===== src/rtl/switch_ingress_buffer.sv =====
// rtl/switch_ingress_buffer.sv - store-and-forward ingress buffer with header parse, filter and drop handling
// Accepts framed packets (start, DA, SA, LEN, payload), commits whole packets, forwards them FWFT.
module switch_ingress_buffer #(
   parameter int                DATA_W    = 8,
   parameter int                DEPTH     = 64,
   parameter int                FILTER_EN = 0,
   parameter logic [DATA_W-1:0] MY_ADDR   = '0,
   parameter int                CNT_W     = 16
) (
   input  logic              clock,
   input  logic              reset_n,
   input  logic [DATA_W-1:0] data_in,
   input  logic              sw_enable_in,
   output logic              read_out,
   output logic [DATA_W-1:0] out_data,
   output logic              out_valid,
   input  logic              out_ready,
   output logic              out_sop,
   output logic              out_eop,
   output logic              err_trunc,
   output logic              err_oversize,
   output logic [CNT_W-1:0]  pkt_count,
   output logic [CNT_W-1:0]  drop_count
);

   localparam int AW = $clog2(DEPTH);

   localparam logic [2:0] S_IDLE = 3'd0;
   localparam logic [2:0] S_DA   = 3'd1;
   localparam logic [2:0] S_SA   = 3'd2;
   localparam logic [2:0] S_LEN  = 3'd3;
   localparam logic [2:0] S_PAY  = 3'd4;
   localparam logic [2:0] S_DROP = 3'd5;
   localparam logic [2:0] S_WAIT = 3'd6;

   localparam logic [AW:0]       PTR_ONE = 1;
   localparam logic [AW:0]       IDX_TWO = 2;
   localparam logic [DATA_W-1:0] D_ONE   = 1;
   localparam logic [CNT_W-1:0]  C_ONE   = 1;

   function automatic logic [CNT_W-1:0] sat_inc(input logic [CNT_W-1:0] v);
      return (&v) ? v : v + C_ONE;
   endfunction

   logic [2:0]        state;
   logic              prev_en;
   logic [AW:0]       wr_ptr;
   logic [AW:0]       commit_ptr;
   logic [AW:0]       rd_ptr;
   logic [DATA_W-1:0] remain;
   logic [AW:0]       rd_idx;
   logic [DATA_W-1:0] rd_len;
   logic [DATA_W-1:0] mem [DEPTH];

   logic full;
   logic in_hdr;
   logic beat;
   logic start;
   logic da_ok;
   logic too_big;
   logic wr_en;
   logic xfer;

   // Uncommitted words count against space too, so a packet in flight can fill the buffer.
   assign full    = (wr_ptr[AW] != rd_ptr[AW]) && (wr_ptr[AW-1:0] == rd_ptr[AW-1:0]);
   assign in_hdr  = state inside {S_DA, S_SA, S_LEN, S_PAY};
   assign read_out = in_hdr ? !full : 1'b1;
   assign beat    = sw_enable_in && read_out;
   assign start   = sw_enable_in && !prev_en;
   assign da_ok   = (FILTER_EN == 0) || (data_in == MY_ADDR) || (&data_in);
   assign too_big = (32'(data_in) + 32'd3) > 32'(DEPTH);

   always_comb begin
      wr_en = 1'b0;
      if (beat) begin
         case (state)
            S_DA:         wr_en = da_ok;
            S_SA, S_PAY:  wr_en = 1'b1;
            S_LEN:        wr_en = !too_big;
            default:      wr_en = 1'b0;
         endcase
      end
   end

   always_ff @(posedge clock) begin
      if (wr_en) mem[wr_ptr[AW-1:0]] <= data_in;
   end

   always_ff @(posedge clock or negedge reset_n) begin
      if (!reset_n) begin
         state        <= S_IDLE;
         prev_en      <= 1'b1;
         wr_ptr       <= '0;
         commit_ptr   <= '0;
         remain       <= '0;
         err_trunc    <= 1'b0;
         err_oversize <= 1'b0;
         pkt_count    <= '0;
         drop_count   <= '0;
      end else begin
         prev_en      <= sw_enable_in;
         err_trunc    <= 1'b0;
         err_oversize <= 1'b0;
         if (in_hdr && !sw_enable_in) begin
            wr_ptr     <= commit_ptr;
            err_trunc  <= 1'b1;
            drop_count <= sat_inc(drop_count);
            state      <= S_IDLE;
         end else begin
            if (wr_en) wr_ptr <= wr_ptr + PTR_ONE;
            case (state)
               S_IDLE: if (start) state <= S_DA;
               S_DA: if (beat) begin
                  if (da_ok) begin
                     state <= S_SA;
                  end else begin
                     drop_count <= sat_inc(drop_count);
                     state      <= S_DROP;
                  end
               end
               S_SA: if (beat) state <= S_LEN;
               S_LEN: if (beat) begin
                  if (too_big) begin
                     wr_ptr       <= commit_ptr;
                     err_oversize <= 1'b1;
                     drop_count   <= sat_inc(drop_count);
                     state        <= S_DROP;
                  end else if (data_in == '0) begin
                     commit_ptr <= wr_ptr + PTR_ONE;
                     pkt_count  <= sat_inc(pkt_count);
                     state      <= S_WAIT;
                  end else begin
                     remain <= data_in;
                     state  <= S_PAY;
                  end
               end
               S_PAY: if (beat) begin
                  if (remain == D_ONE) begin
                     commit_ptr <= wr_ptr + PTR_ONE;
                     pkt_count  <= sat_inc(pkt_count);
                     state      <= S_WAIT;
                  end else begin
                     remain <= remain - D_ONE;
                  end
               end
               S_DROP, S_WAIT: if (!sw_enable_in) state <= S_IDLE;
               default: state <= S_IDLE;
            endcase
         end
      end
   end

   assign out_valid = rd_ptr != commit_ptr;
   assign out_data  = mem[rd_ptr[AW-1:0]];
   assign out_sop   = out_valid && (rd_idx == '0);
   // At index 2 the LEN word is on out_data itself, later indices use the captured copy.
   assign out_eop   = out_valid && ((rd_idx == IDX_TWO) ? (out_data == '0)
                      : ((rd_idx > IDX_TWO) && (32'(rd_idx) == 32'(rd_len) + 32'd2)));
   assign xfer      = out_valid && out_ready;

   always_ff @(posedge clock or negedge reset_n) begin
      if (!reset_n) begin
         rd_ptr <= '0;
         rd_idx <= '0;
         rd_len <= '0;
      end else if (xfer) begin
         rd_ptr <= rd_ptr + PTR_ONE;
         rd_idx <= out_eop ? '0 : rd_idx + PTR_ONE;
         if (rd_idx == IDX_TWO) rd_len <= out_data;
      end
   end

endmodule


===== config.mk =====
export PLATFORM = sky130hd
export DESIGN_NAME = switch_ingress_buffer
export DESIGN_NICKNAME = d
export VERILOG_FILES = /design/src/rtl/switch_ingress_buffer.sv
export SDC_FILE = /design/constraint.sdc
export NUM_CORES = 1
export LEC_CHECK = 0
export CORE_AREA = 2 2 336 205
export DETAILED_ROUTE_END_ITERATION = 8
export DIE_AREA = 0 0 338 207
export SLEW_MARGIN = 20
export SYNTH_ARGS = -nofsm -noshare
export SYNTH_HDL_FRONTEND = slang
export SYNTH_SLANG_ARGS = --single-unit
export TNS_END_PERCENT = 30

===== constraint.sdc =====
create_clock -name clock -period 5.21 [get_ports clock]
set_input_delay 1.3025 -clock clock [delete_from_list [all_inputs] [get_ports clock]]
set_output_delay 1.3025 -clock clock [all_outputs]
set_load 0.05 [all_outputs]

==> results of run 1 <==
==> report_power, final <==
part | switching (uW) | leakage, uW | internal (uW)
clock | 1780 | 0.000779 | 1950
combinational | 3490 | 0.00334 | 2270
sequential | 360 | 0.00564 | 5410
==> cell type report <==
class	count	area [um2]	share of cell area
sequential	594	17440	0.6074
multi-input combinational	791	6818	0.2374
timing repair buffer	183	1660	0.05782
clock buffer	62	1339	0.04662
tap	912	1141	0.03974
clock inverter	33	261.5	0.009106
inverter	14	52.55	0.001830
antenna	1	2.502	0.00008714
==> worst max-delay path: stages, from the launching register on <==
cell and delay [ns]:
dfrtp_4 0.51, buf_12 0.16, buf_4 0.19, nor2_1 0.71, a22oi_1 0.36, a211oi_1 0.60
a21o_1 0.26, o41ai_4 0.14, and2_4 0.17, buf_12 0.14
==> metal layers <==
metal,vias to the layer above,global-route usage,routed length (um)
met1,7374,0.2898,30130
met2,740,0.2465,26880
met4,4,0.02866,839
met3,81,0.08819,9307
li1,6088,-,-
met5,-,0.005491,58
==> worst paths after layout <==
path | from | endpoint | cells after the start
setup / recovery | rd_ptr[0] | out_eop | 9
hold / removal | drop_count[6] | drop_count[6] | 1
setup reg to reg | rd_ptr[4] | drop_count[13] | 10
hold reg to reg | drop_count[6] | drop_count[6] | 1
max in group asynchronous | reset_n | rd_ptr[3] | 1
min in group asynchronous | reset_n | drop_count[11] | 1
==> sequential cells by signal, indices dropped and copies added, names as in the netlist <==
name          flops
commit_ptr        7
drop_count       16
err_oversize      1
err_trunc         1
mem             512
pkt_count        16
prev_en           1
rd_idx            7
rd_len            8
rd_ptr            7
remain            8
state             3
wr_ptr            7
==> cell families (layout without fill, tap and decap cells) <==
group                      count (synthesis)  after routing
muxes                                    174            174
xor gates and xnor gates                  73             73
adders and majority gates                 10             10
other                                      0              1
buffers and inverters                     87            292
AOI/OAI and AO/OA                        162            162
DFF                                      594            594
and+or+nand+nor                          372            372
==> timing repair <==
item | 4_1_cts | 5_1_grt
setup buffers | 12 | 13
gates resized for setup | 6 | 32
pin swaps | 0 | 4
setup endpoints to repair | 2 | 1
cloned | 0 | 2
==> layout by cell type, fill, tap and decap left out, types with 8 or more instances in the layout <==
| cell type | netlist | routed |
|---|---|---|
| edfxtp_1 | 512 | 512 |
| xor2_1 | 32 | 32 |
| buf_6 | 9 | 9 |
| clkinv_1 | 1 | 13 |
| mux4_2 | 94 | 94 |
| nand3b_1 | 8 | 8 |
| o21ai_0 | 28 | 27 |
| nor3_1 | 12 | 11 |
| a21oi_1 | 42 | 40 |
| and3_1 | 15 | 15 |
| nor2b_1 | 13 | 12 |
| clkdlybuf4s50_1 | 0 | 41 |
| xnor2_1 | 41 | 41 |
| buf_4 | 12 | 113 |
| mux2i_1 | 59 | 57 |
| clkbuf_16 | 0 | 54 |
| inv_1 | 13 | 13 |
| buf_2 | 16 | 8 |
| ha_1 | 10 | 10 |
| nor2_1 | 136 | 134 |
| clkinv_2 | 0 | 11 |
| nand3_1 | 47 | 45 |
| clkbuf_1 | 21 | 10 |
| a22oi_1 | 35 | 28 |
| nand4_1 | 17 | 17 |
| nand2_1 | 80 | 80 |
| dfrtp_1 | 81 | 76 |
| mux2_2 | 14 | 14 |
==> stage by stage <==
step | cells | setup slack [ns] | utilization
after detailed placement | 2467 | 0.3080 | 0.3972
after CTS | 2574 | 0.002375 | 0.4232
after global routing | 2589 | 0.003018 | 0.4278
after floorplan | 1472 | 0.5351 | -
after global placement | 2467 | 0.3387 | 0.3972
final | 2590 | 0.06221 | 0.4278
==> out/qor.csv, run 1 <==
stage,metric,value,unit
worst_setup_path,CP Data Required Time,3.91,ns
clock_network,clock buffer count from CTS,51,
die,I/O pin total,58,
logic_synthesis,"Top FF cell, synth",edfxtp_1,
logic_synthesis,Synth cell types,67,
clock_network,hold buffers post-CTS,0,
logic_synthesis,Post-Synth Simple-Gate Area,0.07135,
worst_setup_path,"Worst Path Class, Setup",reg -> out,
timing,Final Hold Viols,0,
drt,Via density,5.516,
logic_synthesis,post-synthesis xor/xnor area fraction,0.02599,
timing,Final Hold Slack,0.4866,ns
worst_setup_path,Worst setup SP type,flip-flop,
place,port bufs,57,
die,total die area,69970,um2
drt,WL/cell,25.95,um
drt,TritonRoute pass-1 iters,8,
timing,fmax,194.3,MHz
run,Max-Cap Viols,0,
logic_synthesis,most area-consuming cells after synthesis,"edfxtp_1, mux4_2, dfrtp_1",
logic_synthesis,Yosys top cell by area,edfxtp_1,
power_and_ir_drop,P_leak,0.009755,uW
logic_synthesis,synth warn,0,
timing,sum of negative setup slack,0,ns
logic_synthesis,synthesized instance count,1472,
finish,Final Cell Area,28720,um2
die,die height,207,um
die,Initial Utilization,0.3665,
logic_synthesis,Post-synth EDFFs,512,
clock_network,Worst-path clk slew,0.07,ns
drt,via count,14290,
logic_synthesis,most numerous cell in the Yosys netlist,edfxtp_1,
logic_synthesis,Yosys top cell area share,0.6249,
worst_setup_path,crit path max fanout,8,
logic_synthesis,asr flop ratio synth,0.1380,
finish,Nets,1657,
timing,worst slew pin tran,1.078,ns
timing,Setup Viol. Count Final,0,
timing,Final period util,0.9881,
finish,share of layout cells above drive strength 1,0.2188,
place,final RePlAce weighted congestion,0.9695,
logic_synthesis,post-synthesis mux area share,0.1239,
drt,Initial DRC Count,2015,
drt,drt drc,0,
clock_network,H-tree levels,2,
finish,# fillers,5869,
global_route,largest net degree at the start of global routing,83,
timing,post-layout min period,5.148,ns
logic_synthesis,complex-gate fraction of the synthesized area,0.04531,
power_and_ir_drop,total power,15260,uW
timing,Max-slew headroom,0.2789,
global_route,Overflow after GRT,0,
clock_network,clk buf depth,3,
logic_synthesis,Seq cells post-synth,594,
logic_synthesis,Synthesized Nets,1494,
worst_setup_path,crit end category,output port,
logic_synthesis,main combinational cell family by area after synthesis,multiplexers,
global_route,first-pass GRT wire length,96450,um
power_and_ir_drop,worst ir drop on vdd,0.3540,mV
finish,Area Growth Syn to Fin,16.72,%
timing,Max Slew Vio Count,0,
global_route,initial antenna violation count,2,
logic_synthesis,Synth Area in Adders,0.005085,
worst_setup_path,critical path arrival,3.85,ns
die,die width,338,um
logic_synthesis,sequential element share of the synthesized area,0.7084,
power_and_ir_drop,PD cells,531.5,nW/um2
clock_network,CTS tree,done,
worst_setup_path,r2r setup slk,1.53,ns
timing,Setup Skew,0.04299,ns
logic_synthesis,Syn Area/Cell,16.71,um2
clock_network,worst-skew pair later-pin latency,0.63,ns
drt,"antenna viol nets, final",0,
global_route,vias in the first global route,13560,
global_route,GRT Util Overall,0.1896,
die,Core Area,67130,um2
logic_synthesis,Mapped Area,24600,um2
timing,RSZ-0062 raised after global routing,false,
logic_synthesis,most frequent cells after synthesis,"edfxtp_1, nor2_1, mux4_2",
place,DP Area,26660,um2
place,HPWL Detailed,44370,um
clock_network,root buffer cell,clkbuf_16,
status,status,"complete, no violations",
die,FP Rows,74,
hold_path,HP Class,reg -> reg,
clock_network,Num Clock Sinks,594,
drt,final wirelength,67210,um
(Power assumes the default switching activity.)
==> run 2: changes to the inputs <==
--- a/config.mk
+++ b/config.mk
@@ -5,9 +5,10 @@
 export SDC_FILE = /design/constraint.sdc
 export NUM_CORES = 1
 export LEC_CHECK = 0
-export CORE_AREA = 2 2 336 205
+export ABC_AREA = 1
+export CORE_AREA = 2 2 348 212
 export DETAILED_ROUTE_END_ITERATION = 8
-export DIE_AREA = 0 0 338 207
+export DIE_AREA = 0 0 350 214
 export SLEW_MARGIN = 20
 export SYNTH_ARGS = -nofsm -noshare
 export SYNTH_HDL_FRONTEND = slang
==> constraint.sdc (replaced) <==
create_clock -name clock -period 5.8 [get_ports clock]
set_input_delay 1.45 -clock clock [delete_from_list [all_inputs] [get_ports clock]]
set_output_delay 1.45 -clock clock [all_outputs]
set_load 0.05 [all_outputs]
==> out/qor.csv, run 2 <==
stage,metric,value,unit
logic_synthesis,asr flop ratio synth,0.1380,
logic_synthesis,most frequent cells after synthesis,"nand2_1, edfxtp_1, nor2_1",
clock_network,clk buf depth,3,
worst_setup_path,CP Data Required Time,4.35,ns
worst_setup_path,Top Family by Delay on Critical Path,simple AND/OR/NAND/NOR gates,
timing,Final period util,0.9629,
logic_synthesis,synth warn,0,
place,port bufs,57,
power_and_ir_drop,P_leak,0.01131,uW
die,I/O pin total,58,
worst_setup_path,r2r setup slk,1.54,ns
global_route,Overflow after GRT,0,
timing,Setup Viol. Count Final,0,
timing,fmax,179.1,MHz
die,total die area,74900,um2
worst_setup_path,Most Frequent Cell on Critical Path,nand2_1,
timing,sum of negative setup slack,0,ns
clock_network,worst-skew pair later-pin latency,0.61,ns
timing,Max-slew headroom,0.2755,
global_route,first-pass GRT wire length,110100,um
logic_synthesis,Post-Synth Simple-Gate Area,0.2154,
clock_network,root buffer cell,clkbuf_16,
drt,TritonRoute pass-1 iters,6,
timing,Final Hold Viols,0,
logic_synthesis,"Top FF cell, synth",edfxtp_1,
global_route,busiest metal layer after global routing,met1,
global_route,GRT Util Overall,0.1917,
finish,# fillers,6858,
drt,final wirelength,72510,um
timing,Max Slew Vio Count,0,
timing,RSZ-0062 raised after global routing,false,
place,HPWL Detailed,46190,um
drt,via count,18920,
drt,"antenna viol nets, final",0,
worst_setup_path,Critical R2R Launch,state[0],
hold_path,HP Class,reg -> reg,
clock_network,CTS tree,done,
logic_synthesis,Yosys top cell by area,edfxtp_1,
logic_synthesis,Seq cells post-synth,594,
logic_synthesis,synthesized instance count,2629,
finish,register area,17440,um2
worst_setup_path,critical path arrival,4.13,ns
logic_synthesis,sequential element share of the synthesized area,0.6604,
finish,Antenna diodes,0,
finish,most frequent cells in the layout,"nand2_1, edfxtp_1, nor2_1",
die,die width,350,um
finish,Final Non-Filler Cells,3678,
worst_setup_path,"Worst Path Class, Setup",reg -> out,
timing,slack of the critical path,0.2153,ns
logic_synthesis,most numerous cell in the Yosys netlist,nand2_1,
worst_setup_path,crit path max fanout,13,
logic_synthesis,Syn Area/Cell,10.04,um2
logic_synthesis,complex-gate fraction of the synthesized area,0.04637,
logic_synthesis,Mapped Area,26390,um2
worst_setup_path,worst setup path start,rd_ptr[3],
run,Max-Cap Viols,0,
die,Core Area,71410,um2
logic_synthesis,Synthesized Nets,2651,
finish,Nets,2682,
place,final RePlAce weighted congestion,0.8903,
clock_network,Worst-path clk slew,0.07,ns
drt,Initial DRC Count,2391,
timing,Setup Skew,0.01755,ns
logic_synthesis,main combinational cell family by area after synthesis,simple AND/OR/NAND/NOR gates,
global_route,met2 usage,0.2576,
global_route,vias in the first global route,17960,
logic_synthesis,Synth cell types,39,
logic_synthesis,most area-consuming cells after synthesis,"edfxtp_1, nand2_1, dfrtp_1",
clock_network,"Setup Fix Bufs, Post-CTS",0,
logic_synthesis,Yosys top cell area share,0.5826,
timing,post-layout min period,5.585,ns
clock_network,# resized after CTS,0,
clock_network,hold buffers post-CTS,0,
power_and_ir_drop,total power,14780,uW
clock_network,Num Clock Sinks,594,
clock_network,H-tree levels,2,
finish,area of the multi-input gates,7626,um2
status,status,"complete, no violations",
worst_setup_path,max incr delay on CP,0.56,ns
finish,"most common cell after layout, fill and taps aside",nand2_1,
die,FP Rows,76,
logic_synthesis,Post-synth EDFFs,512,
drt,Via density,5.145,
die,die height,214,um
logic_synthesis,Synth Area in Adders,0.004741,
power_and_ir_drop,PD cells,500.3,nW/um2
place,placed cell count,3580,
timing,Final Hold Slack,0.4949,ns
global_route,largest net degree at the start of global routing,146,
logic_synthesis,post-synthesis xor/xnor area fraction,0.02190,
global_route,met1 GRT Util,0.2964,
global_route,initial antenna violation count,2,
worst_setup_path,Worst setup SP type,flip-flop,
logic_synthesis,post-synthesis mux area share,0,
worst_setup_path,crit end category,output port,
hold_path,HP Start,drop_count[8],
clock_network,clock buffer count from CTS,53,
drt,WL/cell,19.71,um
worst_setup_path,slowest CP cell,inv_1,
place,Place WS,0.9815,ns
global_route,met3 GRT Util,0.06582,
finish,share of layout cells above drive strength 1,0.05660,
worst_setup_path,CP bufs+invs,4,
timing,worst slew pin tran,1.086,ns
worst_setup_path,CP cell instances,nand2_1 > inv_1 > buf_4 > nand2_1 > nand2_1 > inv_1 > nand2_1 > nand2_1 > nand2_1 > nor2_1 > nand2_1 > nor2_2 > nand3_2 > a21oi_1 > buf_12,
finish,max reg flops,512,
drt,drt drc,0,
power_and_ir_drop,worst ir drop on vdd,0.3571,mV
finish,Area Growth Syn to Fin,11.92,%
die,Initial Utilization,0.3695,
run 2: cell types whose count changed after synthesis, sizes merged, moves of 29 or more:
cell   before  now
a22oi      35    0
mux2i      59    0
o21ai      31  193
nand2      80  722
buf        52   81
nor2      137  445
inv        13  193
mux4      101    0
nand3      48  181
run 2: layout make-up:
class / count / share of cell area
Clock buffer: 62 / 0.04749
Clock inverter: 36 / 0.007329
Inverter: 197 / 0.02525
Multi-Input combinational cell: 1718 / 0.2582
Sequential cell: 594 / 0.5903
Tap cell: 975 / 0.04130
Timing Repair Buffer: 96 / 0.03012
run 2: kinds of logic after synthesis:
kind of cell | count (synthesis)
AND/OR/NAND/NOR | 1410
buffers and inverters | 317
XOR/XNOR | 66
AO/OA/AOI/OAI | 232
flip-flops | 594
adder cells (fa/ha/maj) | 10
run 2: metal layers:
| metal | vias to the layer above | wire length, um |
|---|---|---|
| met1 | 9178 | 33630 |
| met2 | 870 | 28730 |
| li1 | 8770 | - |
| met5 | - | 103 |
| met4 | 4 | 1135 |
| met3 | 101 | 8916 |
run 2: worst paths after layout:
kind,depth (start not counted),end
min,1,drop_count[8]
max in group asynchronous,1,rd_ptr[1]
max,15,out_eop
min reg2reg,1,drop_count[8]
max reg2reg,12,mem[40][7]
min in group asynchronous,1,rd_idx[3]
run 2: report_power, final:
group	total [uW]	internal (uW)	switching (uW)
Clock	3430	1810	1620
Combinational	6040	1680	4370
Sequential	5300	4940	365
Total	14800	8430	6350
run 2: worst register-to-register path, cell delays in order (launching register included):
cell	delay, ns
dfrtp_1	0.43
nor2_1	0.10
nand2_1	0.42
nand2_1	0.18
nor2_1	0.17
inv_1	0.06
nand2_1	0.10
nand2_1	0.14
inv_1	0.12
nand2_1	0.28
inv_1	0.48
nand4_1	0.57
nor2_1	0.85
run 2: through the flow:
step           instance area (um2)  utilization
2_1_floorplan                26390            -
3_3_place_gp                 27910       0.3909
3_5_place_dp                 27910       0.3909
4_1_cts                      29530       0.4135
5_1_grt                      29540       0.4136
6_report                     29540       0.4136
